--- config.mk ---
export PLATFORM = sky130hd
export DESIGN_NAME = restoring_divider
export DESIGN_NICKNAME = d
export VERILOG_FILES = /design/src/rtl/divider_pkg.sv /design/src/rtl/shifter_left.sv /design/src/rtl/restoring_divider.sv
export SDC_FILE = /design/constraint.sdc
export NUM_CORES = 1
export LEC_CHECK = 0
export ABC_AREA = 1
export CAP_MARGIN = 20
export CELL_PAD_IN_SITES_DETAIL_PLACEMENT = 1
export CELL_PAD_IN_SITES_GLOBAL_PLACEMENT = 2
export CORE_MARGIN = 2
export CORE_UTILIZATION = 34
export CTS_CLUSTER_DIAMETER = 60
export CTS_CLUSTER_SIZE = 12
export DETAILED_ROUTE_END_ITERATION = 10
export PLACE_DENSITY = 0.92
export SLEW_MARGIN = 30
export SYNTH_ARGS = -nofsm -noshare
export SYNTH_HDL_FRONTEND = slang
export SYNTH_SLANG_ARGS = --single-unit
--- constraint.sdc ---
create_clock -name CLOCK -period 5.5 [get_ports CLOCK]
set_input_delay 1.1 -clock CLOCK [delete_from_list [all_inputs] [get_ports CLOCK]]
set_output_delay 1.1 -clock CLOCK [all_outputs]
set_load 0.05 [all_outputs]
--- src/rtl/divider_pkg.sv ---
`default_nettype none
// ============================================================================
//  Package     : divider_pkg
//  Description : Shared types and helpers for the restoring divider.
//  Revision    : 1.0  initial release
// ============================================================================
package divider_pkg;

    typedef enum logic [1:0] {
        IDLE = 2'd0,
        CALC = 2'd1,
        DONE = 2'd2
    } div_state_t;

    // Bits needed for an iteration counter that must hold the value n.
    function automatic int cnt_width(input int n);
        return $clog2(n + 1);
    endfunction

endpackage : divider_pkg
`default_nettype wire

--- src/rtl/shifter_left.sv ---
`default_nettype none
// ============================================================================
//  Module      : shifter_left
//  Description : Left-shift register with parallel load. Serial data enters
//                at the LSB, the MSB is presented as serial_out. Load takes
//                priority over shift.
//  Revision    : 1.0  initial release
// ============================================================================
module shifter_left #(
    parameter int WIDTH = 8
) (
    input  logic             CLOCK,
    input  logic             RESET,
    input  logic             i_load,
    input  logic [WIDTH-1:0] i_load_data,
    input  logic             i_enable,
    input  logic             i_serial_in,
    output logic [WIDTH-1:0] o_data,
    output logic             o_serial_out
);

    logic [WIDTH-1:0] r_data;

    // Parallel load or one-bit left shift, cleared by asynchronous reset.
    always_ff @(posedge CLOCK or negedge RESET) begin
        if (!RESET) begin
            r_data <= '0;
        end else if (i_load) begin
            r_data <= i_load_data;
        end else if (i_enable) begin
            r_data <= {r_data[WIDTH-2:0], i_serial_in};
        end
    end

    assign o_data       = r_data;
    assign o_serial_out = r_data[WIDTH-1];

endmodule : shifter_left
`default_nettype wire

--- src/rtl/restoring_divider.sv ---
`default_nettype none
// ============================================================================
//  Module      : restoring_divider
//  Description : Unsigned sequential restoring divider. The {R,Q} pair shifts
//                left once per cycle; the divisor is trial-subtracted from the
//                shifted remainder and the result is kept only when it does
//                not borrow. Start/busy/done handshake, results held until
//                the next accepted START.
//  Revision    : 1.0  initial release
// ============================================================================
module restoring_divider #(
    parameter int size = 8
) (
    input  logic            CLOCK,
    input  logic            RESET,
    input  logic            START,
    input  logic [size-1:0] dividend,
    input  logic [size-1:0] divisor,
    output logic [size-1:0] quotient,
    output logic [size-1:0] remainder,
    output logic            BUSY,
    output logic            DONE,
    output logic            div_by_zero
);

    import divider_pkg::*;

    localparam int CW = cnt_width(size);

    div_state_t      r_state;
    div_state_t      w_next_state;
    logic [CW-1:0]   r_cnt;
    logic [size-1:0] r_div;

    logic [size:0]   w_r;
    logic [size-1:0] w_q;
    logic            w_q_msb;
    logic            w_r_serial_out;
    logic [size:0]   w_r_shift;
    logic [size:0]   w_trial;
    logic [size:0]   w_r_next;
    logic [size-1:0] w_q_next;
    logic            w_borrow;
    logic            w_accept;
    logic            w_calc;
    logic            w_last;
    logic            w_unused;

    assign w_calc   = (r_state == divider_pkg::CALC);
    assign w_accept = START && ((r_state == divider_pkg::IDLE) || (r_state == divider_pkg::DONE));
    assign w_last   = w_calc && (r_cnt == CW'(1));

    // R is one bit wider than the operands so the borrow of the trial
    // subtraction appears directly in its MSB.
    assign w_r_shift = {w_r[size-1:0], w_q_msb};
    assign w_trial   = w_r_shift - {1'b0, r_div};
    assign w_borrow  = w_trial[size];
    assign w_r_next  = w_borrow ? w_r_shift : w_trial;
    assign w_q_next  = {w_q[size-2:0], ~w_borrow};

    // The top R bit is always 0 once an iteration has completed (R < D).
    assign w_unused  = ^{w_r[size], w_r_next[size], w_r_serial_out};

    // Remainder half: loads zero on capture, loads the trial difference when
    // it does not borrow, otherwise shifts in Q's MSB (the restore case).
    shifter_left #(.WIDTH(size + 1)) u_rem (
        .CLOCK        (CLOCK),
        .RESET        (RESET),
        .i_load       (w_accept || (w_calc && !w_borrow)),
        .i_load_data  (w_accept ? '0 : w_trial),
        .i_enable     (w_calc),
        .i_serial_in  (w_q_msb),
        .o_data       (w_r),
        .o_serial_out (w_r_serial_out)
    );

    // Quotient half: starts as the dividend, new quotient bits enter at LSB.
    shifter_left #(.WIDTH(size)) u_quo (
        .CLOCK        (CLOCK),
        .RESET        (RESET),
        .i_load       (w_accept),
        .i_load_data  (dividend),
        .i_enable     (w_calc),
        .i_serial_in  (~w_borrow),
        .o_data       (w_q),
        .o_serial_out (w_q_msb)
    );

    // State register.
    always_ff @(posedge CLOCK or negedge RESET) begin
        if (!RESET) begin
            r_state <= divider_pkg::IDLE;
        end else begin
            r_state <= w_next_state;
        end
    end

    // Next-state logic and status outputs decoded from the state.
    always_comb begin
        w_next_state = r_state;
        BUSY         = 1'b0;
        DONE         = 1'b0;
        case (r_state)
            divider_pkg::IDLE: begin
                if (START) w_next_state = divider_pkg::CALC;
            end
            divider_pkg::CALC: begin
                BUSY = 1'b1;
                if (w_last) w_next_state = divider_pkg::DONE;
            end
            divider_pkg::DONE: begin
                DONE         = 1'b1;
                w_next_state = START ? divider_pkg::CALC : divider_pkg::IDLE;
            end
            default: w_next_state = divider_pkg::IDLE;
        endcase
    end

    // Divisor capture and iteration counter.
    always_ff @(posedge CLOCK or negedge RESET) begin
        if (!RESET) begin
            r_div <= '0;
            r_cnt <= '0;
        end else if (w_accept) begin
            r_div <= divisor;
            r_cnt <= CW'(size);
        end else if (w_calc) begin
            r_cnt <= r_cnt - CW'(1);
        end
    end

    // Result registers: written only on the final iteration edge.
    always_ff @(posedge CLOCK or negedge RESET) begin
        if (!RESET) begin
            quotient    <= '0;
            remainder   <= '0;
            div_by_zero <= 1'b0;
        end else if (w_accept) begin
            div_by_zero <= 1'b0;
        end else if (w_last) begin
            quotient    <= w_q_next;
            remainder   <= w_r_next[size-1:0];
            div_by_zero <= (r_div == '0);
        end
    end

endmodule : restoring_divider
`default_nettype wire

==> impl_metrics.json <==
{
  "synth_simple_gate_area_share_pct": 27.4,
  "syn_area_sq_mm": 0.00248,
  "hold_buffers": 0,
  "vias": 2207,
  "syn_nets": 341,
  "crit_path_top_delay_cell": "clkinv_1",
  "synth_cells": 311,
  "async_flop_share_pct": 100,
  "worstSetupStartpointType": "input port",
  "ys.flop_type": "dfrtp_1",
  "ant_nets": 0,
  "drive_gt1_share_pct": 5.76,
  "clockBufferDepth": 2,
  "hold_viol_final": 0,
  "most-common-layout-cells": "nand2_1 (98), dfrtp_1 (47), inv_1 (44)",
  "dp_hpwl_mm": 4.92,
  "slew_violations": 0,
  "h-tree-depth": 2,
  "fin_nets": 376,
  "root_buffer": "clkbuf_8",
  "cap_violations": 0,
  "fin_area_sq_mm": 0.00302,
  "boundaryPins": 38,
  "cpMostUsedCell": "nand2_1",
  "drcViolationCount": 0,
  "fmax_mhz": 334,
  "fin_hold_ws_ns": 0.486,
  "critical_path_required_ns": 5.74,
  "syn_avg_cell_area_sq_um": 7.97,
  "hp-class": "flip-flop to flip-flop",
  "die_height_um": 89.4,
  "rows": 31,
  "post_cts.repair.setup_buffers": 0,
  "worst_setup_path_end_kind": "flip-flop",
  "fin_crit_ns": 2.99,
  "drt_iter0_drc": 114,
  "yosysUniqueCellTypes": 30,
  "cts_buffers": 5,
  "synth-adder-area-share_pct": 5.86,
  "wirelength_mm": 6.67,
  "synth_top_family_by_area": "simple AND/OR/NAND/NOR gates",
  "setup_viol": 0,
  "synth_mux_area_share_pct": 0,
  "setup_tns_ns": 0,
  "tightest_slew_ns": 0.728,
  "synth-edff-count": 0,
  "dieArea_sq_mm": 0.00799,
  "yosys.area.top_type": "dfrtp_1",
  "worstSetupPathType": "input port to flip-flop",
  "cts_num_sinks": 47,
  "core_sq_mm": 0.00714,
  "vias_per_cell": 4.95,
  "groute.usage.overall_pct": 18.1,
  "post_dp_cell_area_sq_mm": 0.00293,
  "cp_cell_sequence": "clkdlybuf4s50_1 > nand2_1 > clkinv_1 > a21oi_1 > nand3_1 > nand2_1 > nand2_1 > nand2_1",
  "clk_pin_slew_ns": 0.09,
  "antenna_found_initial": 0,
  "ys_ff_latch": 47,
  "grt_max_degree": 48,
  "max_stage_delay_ns": 0.69,
  "finalClockSkew_ns": 0.00369,
  "clock_latency_ns": 0.30,
  "grt_pass1_vias": 2304,
  "wl_per_cell_um": 15.0,
  "final_common_cell": "nand2_1",
  "maxSlewHeadroom_pct": 51.3,
  "yosysWarningCount": 0,
  "cp_max_fo": 26,
  "grt.overflow.total": 0,
  "syn2layout_area_growth_pct": 22.0,
  "synthDominantCellAreaShare_pct": 47.5,
  "start_util_pct": 34.7,
  "synthXorXnorAreaFrac_pct": 0.354,
  "antenna_cells": 0,
  "portBuffers": 37,
  "yosysSeqAreaShare_pct": 47.5,
  "cts_tree": "yes",
  "grt_pass1_wl_mm": 11.1,
  "ctsResizeCount": 0,
  "rsz0062_at_grt": "no",
  "status": "finished clean",
  "synth.area.top_cells": "dfrtp_1 (47%), nand2_1 (15%), inv_1 (6.7%)",
  "fin_crit_sh_pct": 54.4,
  "pre_cts_slack_ns": 2.17,
  "synth-compound-area-share_pct": 9.95,
  "postLayoutSetupSlackWorst_ns": 2.51,
  "dr.pass1.iters": 4,
  "worstPathArrival_ns": 3.23,
  "place_congestion": 0.814,
  "die_w_um": 89.4
}
critical path: cells and delay by family:
family / cells / cell delay (ns)
compound gates: 1 / 0.34
buf+inv: 2 / 1.08
simple gates: 5 / 0.69
kinds of logic after synthesis:
family                     Yosys count
DFF                                 47
xor gates and xnor gates             1
adders and majority gates           11
buffers and inverters               56
and+or+nand+nor                    156
AOI/OAI and AO/OA                   40
per-stage QoR:
step / utilization [%] / cells
finish: 42.3 / 446
global route: 42.3 / 446
CTS: 42.3 / 446
detailed placement: 41.0 / 438
global placement: 41.0 / 438
floorplan: - / 311
sequential cells by signal, indices dropped and copies added (netlist names):
name / cells
r_state: 2
quotient: 8
div_by_zero: 1
u_rem.o_data: 8
r_cnt: 4
r_div: 8
remainder: 8
u_quo.o_data: 8
routing by layer:
metal	track usage, %	wire [um]	up-vias
met5	0	0	-
met4	5.56	114	0
met3	2.86	192	8
met2	31.4	3320	36
met1	23.1	3050	1097
li1	-	-	1066
final timing paths:
| path | slack, ns | end | from | cells after the start |
|---|---|---|---|---|
| max | 2.51 | u_rem.o_data[4]$_DFFE_PN0P_ | START | 8 |
| min | 0.49 | remainder[2]$_DFFE_PN0P_ | remainder[2]$_DFFE_PN0P_ | 2 |
| max reg2reg | 3.08 | u_rem.o_data[1]$_DFFE_PN0P_ | u_quo.o_data[7]$_DFFE_PN0P_ | 14 |
| min reg2reg | 0.49 | remainder[2]$_DFFE_PN0P_ | remainder[2]$_DFFE_PN0P_ | 2 |
| max in group asynchronous | 4.27 | u_rem.o_data[4]$_DFFE_PN0P_ | RESET | 1 |
| min in group asynchronous | 0.79 | r_div[2]$_DFFE_PN0P_ | RESET | 1 |
cells in the mapped netlist, drive strengths merged, types with 3 or more instances:
cell,instances
nand2,102
dfrtp,47
inv,45
nand3,34
o21ai,22
nor2,12
ha,10
o221ai,7
nand4,6
a21oi,5
buf,5
clkbuf,5
o22ai,3
area by class of cell:
| type | count | area (sq um) |
|---|---|---|
| flip-flops and latches | 47 | 1180 |
| clock inverters | 1 | 8.76 |
| multi-input cells | 208 | 1080 |
| clock buffers | 7 | 86.3 |
| inverters | 46 | 173 |
| fillers | 898 | 4120 |
| repair buffers | 38 | 375 |
| well taps | 99 | 124 |
Power is left out: the tool's default activity adds up to more than one toggle a clock period on the data nets, which glitch-free logic cannot reach.
